## src/rtl/fwd_hazard_unit.sv

```systemverilog
// Forwarding and load-use hazard unit for the 5-stage pipeline.
// It tracks in-flight destinations in EX/MEM/WB and registers the per-operand EX forwarding selects.
module fwd_hazard_unit #(
  parameter int unsigned DATA_W  = 32,
  parameter int unsigned REG_AW  = 5,
  parameter int unsigned NUM_SRC = 2,
  parameter int unsigned CNT_W   = 16
) (
  input  logic                        clk,
  input  logic                        rst,
  input  logic                        id_valid,
  input  logic [NUM_SRC*REG_AW-1:0]   id_src,
  input  logic [NUM_SRC-1:0]          id_src_used,
  input  logic [REG_AW-1:0]           id_dst,
  input  logic                        id_wr,
  input  logic                        id_is_load,
  input  logic                        ex_flush,
  input  logic [NUM_SRC*DATA_W-1:0]   ex_rf_data,
  input  logic [DATA_W-1:0]           mem_alu_data,
  input  logic [DATA_W-1:0]           wb_data,
  output logic                        id_stall,
  output logic [NUM_SRC*2-1:0]        ex_fwd_sel,
  output logic [NUM_SRC*DATA_W-1:0]   ex_opnd,
  output logic [CNT_W-1:0]            stall_cnt
);

  typedef struct packed {
    logic              v;
    logic [REG_AW-1:0] dst;
    logic              wr;
    logic              ld;
  } slot_t;

  slot_t                s0_q, s1_q, s2_q;
  slot_t                s0_d;
  logic [NUM_SRC-1:0]   hit0, hit1, hit2;
  logic [NUM_SRC*2-1:0] sel_d;
  logic [DATA_W-1:0]    wb_hold_q;
  logic                 issue;

  // Live matches of each ID operand against the three in-flight slots.
  always_comb begin
    hit0 = '0;
    hit1 = '0;
    hit2 = '0;
    for (int k = 0; k < NUM_SRC; k++) begin
      if (id_src_used[k] && (id_src[k*REG_AW +: REG_AW] != '0)) begin
        hit0[k] = s0_q.v && s0_q.wr && (s0_q.dst == id_src[k*REG_AW +: REG_AW]);
        hit1[k] = s1_q.v && s1_q.wr && (s1_q.dst == id_src[k*REG_AW +: REG_AW]);
        hit2[k] = s2_q.v && s2_q.wr && (s2_q.dst == id_src[k*REG_AW +: REG_AW]);
      end
    end
  end

  assign id_stall = id_valid && s0_q.ld && (|hit0);
  assign issue    = id_valid && !id_stall && !ex_flush;

  always_comb begin
    s0_d.v   = issue;
    s0_d.dst = id_dst;
    s0_d.wr  = id_wr;
    s0_d.ld  = id_is_load;
  end

  // Youngest producer wins; a load in S0 never forwards (that case stalls instead).
  always_comb begin
    sel_d = '0;
    for (int k = 0; k < NUM_SRC; k++) begin
      if (hit0[k] && !s0_q.ld) begin
        sel_d[2*k +: 2] = 2'd1;
      end else if (hit1[k]) begin
        sel_d[2*k +: 2] = 2'd2;
      end else if (hit2[k]) begin
        sel_d[2*k +: 2] = 2'd3;
      end
    end
  end

  always_ff @(posedge clk or posedge rst) begin
    if (rst) begin
      s0_q       <= '0;
      s1_q       <= '0;
      s2_q       <= '0;
      ex_fwd_sel <= '0;
      wb_hold_q  <= '0;
      stall_cnt  <= '0;
    end else begin
      s0_q       <= s0_d;
      s1_q       <= s0_q;
      s2_q       <= s1_q;
      ex_fwd_sel <= issue ? sel_d : '0;
      wb_hold_q  <= wb_data;
      if (id_stall && (stall_cnt != '1)) begin
        stall_cnt <= stall_cnt + 1'b1;
      end
    end
  end

  always_comb begin
    ex_opnd = ex_rf_data;
    for (int k = 0; k < NUM_SRC; k++) begin
      case (ex_fwd_sel[2*k +: 2])
        2'd1:    ex_opnd[k*DATA_W +: DATA_W] = mem_alu_data;
        2'd2:    ex_opnd[k*DATA_W +: DATA_W] = wb_data;
        2'd3:    ex_opnd[k*DATA_W +: DATA_W] = wb_hold_q;
        default: ex_opnd[k*DATA_W +: DATA_W] = ex_rf_data[k*DATA_W +: DATA_W];
      endcase
    end
  end

endmodule

```

## config.mk

```make
export PLATFORM = sky130hd
export DESIGN_NAME = fwd_hazard_unit
export DESIGN_NICKNAME = d
export VERILOG_FILES = /design/src/rtl/fwd_hazard_unit.sv
export SDC_FILE = /design/constraint.sdc
export NUM_CORES = 1
export LEC_CHECK = 0
export CORE_ASPECT_RATIO = 0.9
export CORE_UTILIZATION = 39
export DETAILED_ROUTE_END_ITERATION = 8
export PLACE_DENSITY = 0.8
export SKIP_CTS_REPAIR_TIMING = 1
export SLEW_MARGIN = 30
export SYNTH_ARGS = -nofsm -noshare
export SYNTH_HDL_FRONTEND = slang
export SYNTH_SLANG_ARGS = --single-unit
```

## constraint.sdc

```tcl
create_clock -name clk -period 3.4 [get_ports clk]
set_input_delay 0.68 -clock clk [delete_from_list [all_inputs] [get_ports clk]]
set_output_delay 0.68 -clock clk [all_outputs]
set_load 0.05 [all_outputs]
```

==> reports/metrics.cfg, run 1 <==
[timing]
worstMarginPinSlew_ns=0.6905
slew_headroom=0.5396
slew_viol_final=0
report.final.setup_viol=0
period_share=0.9977
holdWs_ns=0.3797
min_period_ns=3.392
max_freq_mhz=294.8
clock_skew_ns=0.004406
hold_violations=0

[place]
hpwl_um=10590
placed_area_mm2=0.006650
dp_cells=632
portBuffers=235
place_congestion=0.9013

[floorplanning]
start_util=0.4081
die_h_um=100.9
rows=35
io_pins=236
dieArea_mm2=0.01128
core_region_area_mm2=0.01038
fp.dieW_um=111.8

[outcome]
violations=DRC
status=finished, violations left

[clock_network]
clk_path_buf_depth=2
clkLatencyLatePin_ns=0.33
clk_pin_slew_ns=0.06
numCtsBuffers=9
tritoncts=built
cts.sinks=74
cts_max_level=3
cts_root_buf=clkbuf_16

[setup_path]
ff2ff_setup_slack_ns=1.04
critPathMaxFanout=4
required_ns=2.72
cp-end-kind=output pin
slowest_stage=or4_1
crit_buf_inv=2
crit_chain=clkdlybuf4s50_1 > or4_1 > o21ai_2 > nor4_4 > or2_1 > and2_1 > buf_12
critPathKind=input port to output pin
cp_top_family=simple AND/OR/NAND/NOR gates
cp.arrival_ns=2.71
max_stage_delay_ns=0.57
start_kind=input port

[grt]
met3_usage=0.04510
grt_max_degree=32
grt_pass1_vias=3674
grt_use_total=0.2420
overflow=0
antenna_found_initial=0
busiest_layer=met2
grt_pass1_wl_um=20520
met2_usage=0.4271
gr-usage-met1=0.3052

[flow_run]
cap_violations=0

[final_layout]
drive_above_1_share=0.3340
nets=668
layoutNonFillerInstCount=650
stdcell_area_mm2=0.007007
area_delta_synth_final_pct=65.44
final_common_cell=clkdlybuf4s50_1
layout_common_cells=clkdlybuf4s50_1 (168), buf_4 (75), dfrtp_1 (72)
diodes=0

[routing]
routed_wl_um=13470
vias_per_cell=5.352
drt-initial-drc-count=132
avgRoutedWirePerCell_um=20.73
drtAntennaViolNets=0
drc=18
vias=3479
dr.pass1.iters=7

[yosys]
syn_area_mm2=0.004235
syn_nets=424
synthArstFlopShare=1.000
synth-edff-count=0
ys_warn_count=0
syn_avg_cell_area_um2=15.57
synth_cells=272
synth-seq-cells=74
seq_area_frac_synth=0.4372
yosysUniqueCellTypes=37
synthFlopType=dfrtp_1

[power_and_ir_drop]
p_leak_nw=2.726
ir_drop_uv=307.7
power_density_mw_per_mm2=352.8

[min_path]
hold_path_class=register to register

-- sequential cells by signal, indices dropped and copies added (netlist names) --
| signal | count |
|---|---|
| wb_hold_q | 32 |
| stall_cnt | 16 |
| s0_q | 8 |
| s1_q | 7 |
| s2_q | 7 |
| ex_fwd_sel | 4 |
-- worst register-to-register path, cell delays in order (launching register included) --
cell and delay, ns:
dfrtp_1 0.43, ha_1 0.20, nand3_1 0.18, or4_4 0.49, or3_4 0.43, o211ai_4 0.19
mux2_4 0.33
-- layer usage --
metal,vias up,share of wire
li1,1566,-
met5,-,0
met2,132,0.53
met3,24,0.072
met4,0,0.023
met1,1757,0.38
-- worst paths after layout --
path	start	end	cells after the start
worst min register to register	s1_q[7]	s2_q[7]	0
worst max-delay path	id_src[3]	id_stall	7
max in group asynchronous	rst	s1_q[5]	3
worst max register to register	stall_cnt[0]	stall_cnt[1]	6
min in group asynchronous	rst	stall_cnt[7]	2
worst min-delay path	s1_q[7]	s2_q[7]	0
-- power breakdown --
part / switching [mW] / internal, mW
registers: 0.0230 / 0.914
logic: 0.273 / 0.287
clock network: 0.392 / 0.583
-- metrics by stage --
stage | setup WS [ns] | power, mW | utilization | setup TNS [ns]
finish | 0.007955 | 2.472 | 0.6751 | 0
global placement | 0.04561 | 1.495 | 0.6407 | 0
global route | -0.05640 | 2.568 | 0.6751 | -0.05640
CTS | -0.01452 | 2.493 | 0.6708 | -0.01452
floorplan | 0.5556 | 1.216 | - | 0
detailed placement | 0.004196 | 1.507 | 0.6407 | 0
-- cells in the mapped netlist (5+ instances only) --
cell type / n / area, µm²
buf_2: 7 / 35.03
clkbuf_1: 6 / 22.52
dfrtp_1: 74 / 1852
inv_1: 6 / 22.52
mux4_2: 64 / 1441
nand2_1: 6 / 22.52
nand4_1: 12 / 75.07
nor2_1: 5 / 18.77
nor3_1: 5 / 25.02
xnor2_1: 31 / 271.5
xor2_1: 12 / 105.1
-- kinds of logic after synthesis --
kind of cell / Yosys count / synth area share
and+or+nand+nor: 57 / 0.08449
AOI/OAI and AO/OA: 9 / 0.01595
buffers and inverters: 22 / 0.02393
muxes: 66 / 0.3465
xor gates and xnor gates: 43 / 0.08892
adders and majority gates: 1 / 0.002954
DFF: 74 / 0.4372
-- area by class of cell --
type,instances,area (µm²)
Fill cell,726,3372
Inverter,6,22.52
Tap cell,129,161.4
Sequential cell,74,1854
Clock buffer,9,225.2
Multi-Input combinational cell,176,2307
Timing Repair Buffer,249,2350
Clock inverter,7,86.33
Power figures use the tool's default switching activity.
==> run 2, diff against run 1 <==
--- a/config.mk
+++ b/config.mk
@@ -5,7 +5,7 @@
 export SDC_FILE = /design/constraint.sdc
 export NUM_CORES = 1
 export LEC_CHECK = 0
-export CORE_ASPECT_RATIO = 0.9
+export CORE_ASPECT_RATIO = 0.7
 export CORE_UTILIZATION = 39
 export DETAILED_ROUTE_END_ITERATION = 8
 export PLACE_DENSITY = 0.8
==> run 2 against run 1 <==
  * The flow now finishes without violations
  * Clock power is essentially flat
  * Sequential power about the same
  * Non-clock buffer count stayed put
  * Combinational power is essentially flat
  * Final area about the same
  * Clock-buffer cell count is the same
  * Maximum frequency grew 2.3%
  * Global-route usage decreased by 0.57 points
  * Utilization is 0.42 points lower
  * Critical path type unchanged
  * Largest power group unchanged
==> reports/metrics.cfg, run 2 (synthesized netlist as in run 1, its figures left out) <==
[timing]
hold_violations=0  ; unchanged
slew_viol_final=0  ; unchanged
report.final.setup_viol=0  ; unchanged
slew_headroom=0.6462  ; +0.1066
max_freq_mhz=301.5  ; +2.3%
holdWs_ns=0.3810  ; +0.001266 ns
min_period_ns=3.316  ; -0.07576 ns
clock_skew_ns=0.005398  ; +0.0009923 ns
worstMarginPinSlew_ns=0.5290  ; -0.1615 ns
fin_setup_tns_ns=0  ; unchanged
period_share=0.9754  ; -0.02228

[routing]
avgRoutedWirePerCell_um=20.41  ; -1.5%
drt-initial-drc-count=149  ; +13%
dr.pass1.iters=4  ; -3
routed_wl_um=13310  ; -1.2%
drtAntennaViolNets=0  ; unchanged
drc=0  ; -18
vias_per_cell=5.413  ; +1.1%
vias=3529  ; +1.4%

[grt]
grt_max_degree=28  ; -13%
grt_pass1_wl_um=19750  ; -3.7%
grt_use_total=0.2362  ; -0.005740
overflow=0  ; unchanged
grt_pass1_vias=3666  ; -0.22%
antenna_found_initial=0  ; unchanged

[setup_path]
start_kind=input port
required_ns=2.72  ; about the same
ff2ff_setup_slack_ns=0.98  ; -0.06 ns
reg2reg_to=stall_cnt[1]
r2r_cells=6  ; unchanged
critPathMaxFanout=4  ; unchanged
reg2reg_from=stall_cnt[0]
cp.arrival_ns=2.64  ; -0.07 ns
cp-end-kind=output pin
critPathKind=input port to output pin

[final_layout]
drive_above_1_share=0.3327  ; -0.001281
nets=668  ; unchanged
top_regs=wb_hold_q (32), stall_cnt (16), s0_q (8)
stdcell_area_mm2=0.007000  ; about the same
largest_reg_flops=32  ; unchanged
top_register=wb_hold_q
final_common_cell=clkdlybuf4s50_1
area_delta_synth_final_pct=65.29  ; about the same
final_core_utilization=0.6709  ; -0.004161
diodes=0  ; unchanged
layout_common_cells=clkdlybuf4s50_1 (170), buf_4 (76), dfrtp_1 (72)

[power_and_ir_drop]
power_density_mw_per_mm2=356.9  ; +1.1%
p_leak_nw=2.700  ; -0.94%
ir_drop_uv=219.4  ; -29%

[clock_network]
cts_max_level=3  ; unchanged
clkLatencyLatePin_ns=0.33  ; about the same
tritoncts=built
cts.sinks=74  ; unchanged
clk_path_buf_depth=2  ; unchanged
cts_root_buf=clkbuf_16
numCtsBuffers=9  ; unchanged
clk_pin_slew_ns=0.06  ; about the same

[min_path]
whs_path_depth=0  ; unchanged
whs_endpoint=s2_q[1]
hold_path_class=register to register
hold_start=s1_q[1]

[place]
portBuffers=235  ; unchanged
placed_area_mm2=0.006658  ; +0.11%
hpwl_um=10540  ; -0.47%
place_congestion=0.9155  ; +1.6%

[floorplanning]
fp.dieW_um=126.6  ; +13%
start_util=0.4059  ; -0.002153
io_pins=236  ; unchanged
dieArea_mm2=0.01129  ; about the same
die_h_um=89.19  ; -12%
rows=31  ; -11%
core_region_area_mm2=0.01043  ; +0.53%

[outcome]
status=completed

[flow_run]
cap_violations=0  ; unchanged

## run 2: changes by cell type in the layout (fill, tap and decap cells not counted), sizes merged
cell	change
dlymetal6s2s	-2
inv	-4
bufinv	+1
clkinvlp	+1
clkdlybuf4s50	+2
clkinv	+1
## run 2: area by class of cell
class | instances | area, µm²
Multi-Input combinational cell | 176 | 2307
Fill cell | 767 | 3433
Tap cell | 132 | 165.2
Timing Repair Buffer | 249 | 2332
Sequential cell | 74 | 1854
Inverter | 6 | 23.77
Clock inverter | 6 | 92.59
Clock buffer | 9 | 225.2
## run 2: metal layers
layer	vias to the layer above	track usage	routed length (µm)
met2	151	0.4103	6890
li1	1574	-	-
met4	0	0.06243	143
met1	1793	0.2986	5308
met3	11	0.06284	967
met5	-	0	0
## run 2: worst max-delay path by stage
| stage | endpoint | start |
|---|---|---|
| 4_1_cts | id_stall | id_src[8] |
| 6_report | id_stall | id_src[8] |
| 2_1_floorplan | id_stall | id_src[6] |
| 3_5_place_dp | id_stall | id_src[8] |
| 3_3_place_gp | id_stall | id_src[8] |
| 5_1_grt | id_stall | id_src[8] |
## run 2: critical path: stages
cell             delay, ns
clkdlybuf4s50_1       0.51
or4_1                 0.53
o21ai_2               0.21
nor4_4                0.09
or2_1                 0.26
and2_1                0.19
buf_12                0.16
## run 2: where the power goes
group	internal, mW	leakage, nW	switching (mW)
Combinational	0.286	1.65	0.271
Clock	0.640	0.148	0.363
Sequential	0.915	0.899	0.0243
## run 2: metrics by stage
step | total power, mW | instances | setup slack, ns
floorplan | 1.216 | 272 | 0.5556
global placement | 1.495 | 637 | 0.1245
detailed placement | 1.508 | 637 | 0.06194
CTS | 2.530 | 652 | 0.05787
global route | 2.594 | 652 | -0.004081
finish | 2.498 | 652 | 0.08372
==> edit 1, RTL diff (config.mk and constraints of run 2) <==
Reset style: synchronous (`rst`), changed in one clocked block.
--- a/src/rtl/fwd_hazard_unit.sv
+++ b/src/rtl/fwd_hazard_unit.sv
@@ -76,7 +76,7 @@
     end
   end
 
-  always_ff @(posedge clk or posedge rst) begin
+  always_ff @(posedge clk) begin
     if (rst) begin
       s0_q       <= '0;
       s1_q       <= '0;
Function: differs if rst is asserted again (counterexample within 4 cycles, from zero or initial values and one cycle with rst high); with rst held inactive, the same outputs for 10 cycles.
==> edit 1 against run 2 <==
- final area up 4.1%
- routed wire length grew 14%
- first-iteration DRC count grew 10%
- sequential cell count is the same
- via count up 14%
- sequential power decreased by 2%
- area after synthesis increased by 2.9%
- power grew 2.3%
- setup slack improved by 0.047 ns
- largest cell class is now multi-input gates
- largest power group unchanged
==> edit 1: results (changes against run 2) <==
Run status
  – Run status: finished clean

Synth
  – Register area share after synthesis: 34.0% (-9.7 points)
  – Most numerous cell types in the synthesized netlist: sky130_fd_sc_hd__dfxtp_1 (74), sky130_fd_sc_hd__mux4_2 (64), sky130_fd_sc_hd__nor2b_1 (55)
  – Top area cells in the synthesized netlist: sky130_fd_sc_hd__dfxtp_1 (34%), sky130_fd_sc_hd__mux4_2 (33%), sky130_fd_sc_hd__nor2b_1 (7.9%), sky130_fd_sc_hd__xnor2_1 (5.6%), sky130_fd_sc_hd__nand4_1 (1.6%)
  – Number of library cell types mapped by synthesis: 44 (+19%)
  – Adder and majority cell fraction of the synthesized area: 0.287% (-0.0083 points)
  – Proportion of synthesized area in mux cells: 33.8% (-0.83 points)
  – Total nets after synthesis: 510 (+20%)

Finish
  – Fraction of area in clock buffers and inverters: 4.65% (+0.11 points)
  – Multi-input gates: 257 (+46%)
  – Antenna fix cells: 2 (+2)
  – Share of cell area taken by multi-input logic gates: 37.8% (+4.8 points)
  – Fraction of final layout cells with drive strength greater than 1: 19.4% (-14 points)
  – Number of non-clock buffers: 248 (-0.40%)
  – Fillers: 786 (+2.5%)
  – Net count reported at finish: 745 (+12%)
  – Count of non-CTS inverters in the layout: 3 (-3)

Place
  – Half-perimeter wire length after placement: 11,900 um (+13%)
  – Cell Count Post-Placement: 730 (+15%)
  – Placement Setup Slack: 0.152 ns (+0.0898 ns)
  – Routability congestion estimate: 0.869 (-5.0%)

Critical path
  – Slack of the worst reg-to-reg path: 1.03 ns (+0.05 ns)
  – Slowest stage cell on the critical path: sky130_fd_sc_hd__clkdlybuf4s50_1
  – Crit Reg-Reg Startpoint: s0_q[2]$_SDFF_PP0_

Drt
  – Vias after detailed routing: 4,032 (+14%)
  – Routed length per instance: 20.3 um (-0.42%)

Timing
  – Hold slack final: 0.486 ns (+0.105 ns)
  – Layout Skew: 0.00765 ns (+0.00225 ns)
  – Fmax: 0.306 GHz (+1.4%)

Power
  – Maximum VDD drop: 223 uV (+1.6%)
  – Reported leakage power: 2.39 nW (-11%)

Floorplanning
  – Die span in x: 128 um (+1.4%)

Hold path
  – Hold depth: 1 (+1)
[edit 1: cell count changes after synthesis, sizes merged, moves of 4 or more]
cell,before,now
nor2b,4,55
nand3,5,10
nor2,5,11
dfxtp,0,74
a21oi,3,11
o21ai,3,7
xor2,12,3
dfrtp,74,0
o31ai,0,4
clkbuf,7,12
[edit 1: routing by layer]
metal	vias up	routed length [um]	global-route usage (%)
met4	0	333	8.43
li1	1856	-	-
met5	-	0	0
met3	23	1080	6.64
met1	1988	6350	32.4
met2	165	7440	45.4
[edit 1: power by group through the flow]
stage	clock, mW	combinational [mW]	sequential [mW]
2_1_floorplan	0	0.272	0.930
3_3_place_gp	0	0.552	0.936
3_5_place_dp	0	0.563	0.939
4_1_cts	1.09	0.566	0.920
5_1_grt	1.14	0.590	0.923
6_report	1.07	0.566	0.921
[edit 1: kinds of logic after synthesis]
kind of cell | after synthesis
compound gates | 34
xor+xnor | 31
fa+ha+maj | 1
buf+inv | 27
flops | 74
mux | 67
simple gates | 124
==> edit 2, RTL diff (flow settings as in run 2) <==
Made on the original files. Set the parameter `NUM_SRC` to 1 (it was 2).
--- a/src/rtl/fwd_hazard_unit.sv
+++ b/src/rtl/fwd_hazard_unit.sv
@@ -3,7 +3,7 @@
 module fwd_hazard_unit #(
   parameter int unsigned DATA_W  = 32,
   parameter int unsigned REG_AW  = 5,
-  parameter int unsigned NUM_SRC = 2,
+  parameter int unsigned NUM_SRC = 1,
   parameter int unsigned CNT_W   = 16
 ) (
   input  logic                        clk,
Interface: changed (5 resized); port bits go from 236 to 164. The function was not compared with the original's and may differ.
==> edit 2 against run 2 <==
- die area down 24%
- area after synthesis down 24%
- highest routed layer unchanged
- routed wire length down 36%
- power down 13%
- final area down 25%
- sequential cell count down 2
- via count down 31%
- setup slack better by 0.14 ns
- sequential power down 3.8%
- synthesized cell count down 25%
- global-route usage down 2.8 points
- critical path type unchanged
- count of clock-buffer cells in the layout up 1
==> edit 2: results (changes against run 2) <==
Run status
  – Run status: finished clean

Finish
  – Net count reported at finish: 488 (-27%)
  – Non-filler cells in the finished layout: 480 (-26%)
  – Fillers: 582 (-24%)
  – Area occupied by multi-input gates: 1370 sq um (-41%)
  – Fraction of final layout cells with drive strength greater than 1: 18.2% (-15 points)

Power
  – Maximum VDD drop: 237 uV (+8.1%)
  – Reported leakage power: 2.07 nW (-23%)
  – Internal power component: 1.65 mW (-11%)

Critical path
  – Crit path from: id_src[2]
  – Capture point of the critical path: id_stall
  – Slack of the worst reg-to-reg path: 1.02 ns (+0.04 ns)
  – Logic depth of the worst register-to-register path: 5 (-1)
  – Arrival time at the worst endpoint: 2.49 ns (-0.15 ns)
  – Slowest stage delay, CP: 0.57 ns (+0.04 ns)
  – Slowest stage cell on the critical path: sky130_fd_sc_hd__or4_4
  – Crit Reg-Reg Startpoint: s0_q[4]$_DFF_PP0_

Place
  – Cell Count Post-Placement: 464 (-27%)
  – Routability congestion estimate: 0.806 (-12%)
  – DP Area: 4980 sq um (-25%)
  – Placement Setup Slack: 0.146 ns (+0.0836 ns)
  – PortBufs: 163 (-31%)
  – Half-perimeter wire length after placement: 6500 um (-38%)

Timing
  – Layout Skew: 0.00386 ns (-0.00153 ns)
  – Hold slack final: 0.376 ns (-0.00483 ns)
  – Slew of the pin with the lowest slew margin: 0.772 ns (+0.243 ns)

GRT
  – Pin count of the biggest net entering global routing: 43 (+54%)
  – Wire length of the first global-routing pass: 13,700 um (-31%)
  – Number of global-route vias before repair: 2,616 (-29%)
  – Total global-route track usage: 20.8% (-2.8 points)

Drt
  – Number of DRC violations after detailed-routing iteration 0: 86 (-42%)
  – Drt via density: 5.08 (-6.2%)

Synth
  – Cell count after synthesis: 204 (-25%)
  – Most numerous cell types in the synthesized netlist: sky130_fd_sc_hd__dfrtp_1 (72), sky130_fd_sc_hd__mux4_2 (32), sky130_fd_sc_hd__xnor2_1 (24)
  – Top area cells in the synthesized netlist: sky130_fd_sc_hd__dfrtp_1 (56%), sky130_fd_sc_hd__mux4_2 (22%), sky130_fd_sc_hd__xnor2_1 (6.5%), sky130_fd_sc_hd__and3_1 (1.8%), sky130_fd_sc_hd__nand4_1 (1.8%)
  – Post-synthesis compound-gate area fraction: 1.17% (-0.43 points)
  – Share of the synthesized area in the top cell type: 56.0% (+12 points)
  – Area share of xor/xnor cells in the synthesized design: 7.35% (-1.5 points)
  – Adder and majority cell fraction of the synthesized area: 0.389% (+0.094 points)
  – Number of library cell types mapped by synthesis: 34 (-8.1%)
  – Register area share after synthesis: 56.0% (+12 points)
[edit 2: changes by cell type after synthesis, sizes merged, moves of 7 or more]
cell | run 2 | this run
and3 | 2 | 10
xnor2 | 31 | 24
xor2 | 12 | 3
mux4 | 64 | 32
[edit 2: final cells by class]
type	count	area share (%)
Sequential cell	72	34.2
Timing Repair Buffer	168	31.7
Multi-Input combinational cell	121	25.9
Clock buffer	10	4.34
Tap cell	101	2.40
Clock inverter	6	1.28
Inverter	2	0.166
[edit 2: power groups by stage]
| stage | sequential (mW) | combinational, mW | clock, mW |
|---|---|---|---|
| after detailed placement | 0.919 | 0.334 | 0 |
| after global routing | 0.905 | 0.350 | 0.998 |
| final | 0.903 | 0.331 | 0.932 |
| after floorplan | 0.916 | 0.141 | 0 |
| after CTS | 0.903 | 0.335 | 0.954 |
| after global placement | 0.916 | 0.328 | 0 |
[edit 2: per-layer routing]
layer,wire length (um),global-route usage (%)
met1,3530,25.2
met3,522,6.64
met2,4480,36.9
met4,32,3.73
met5,0,0
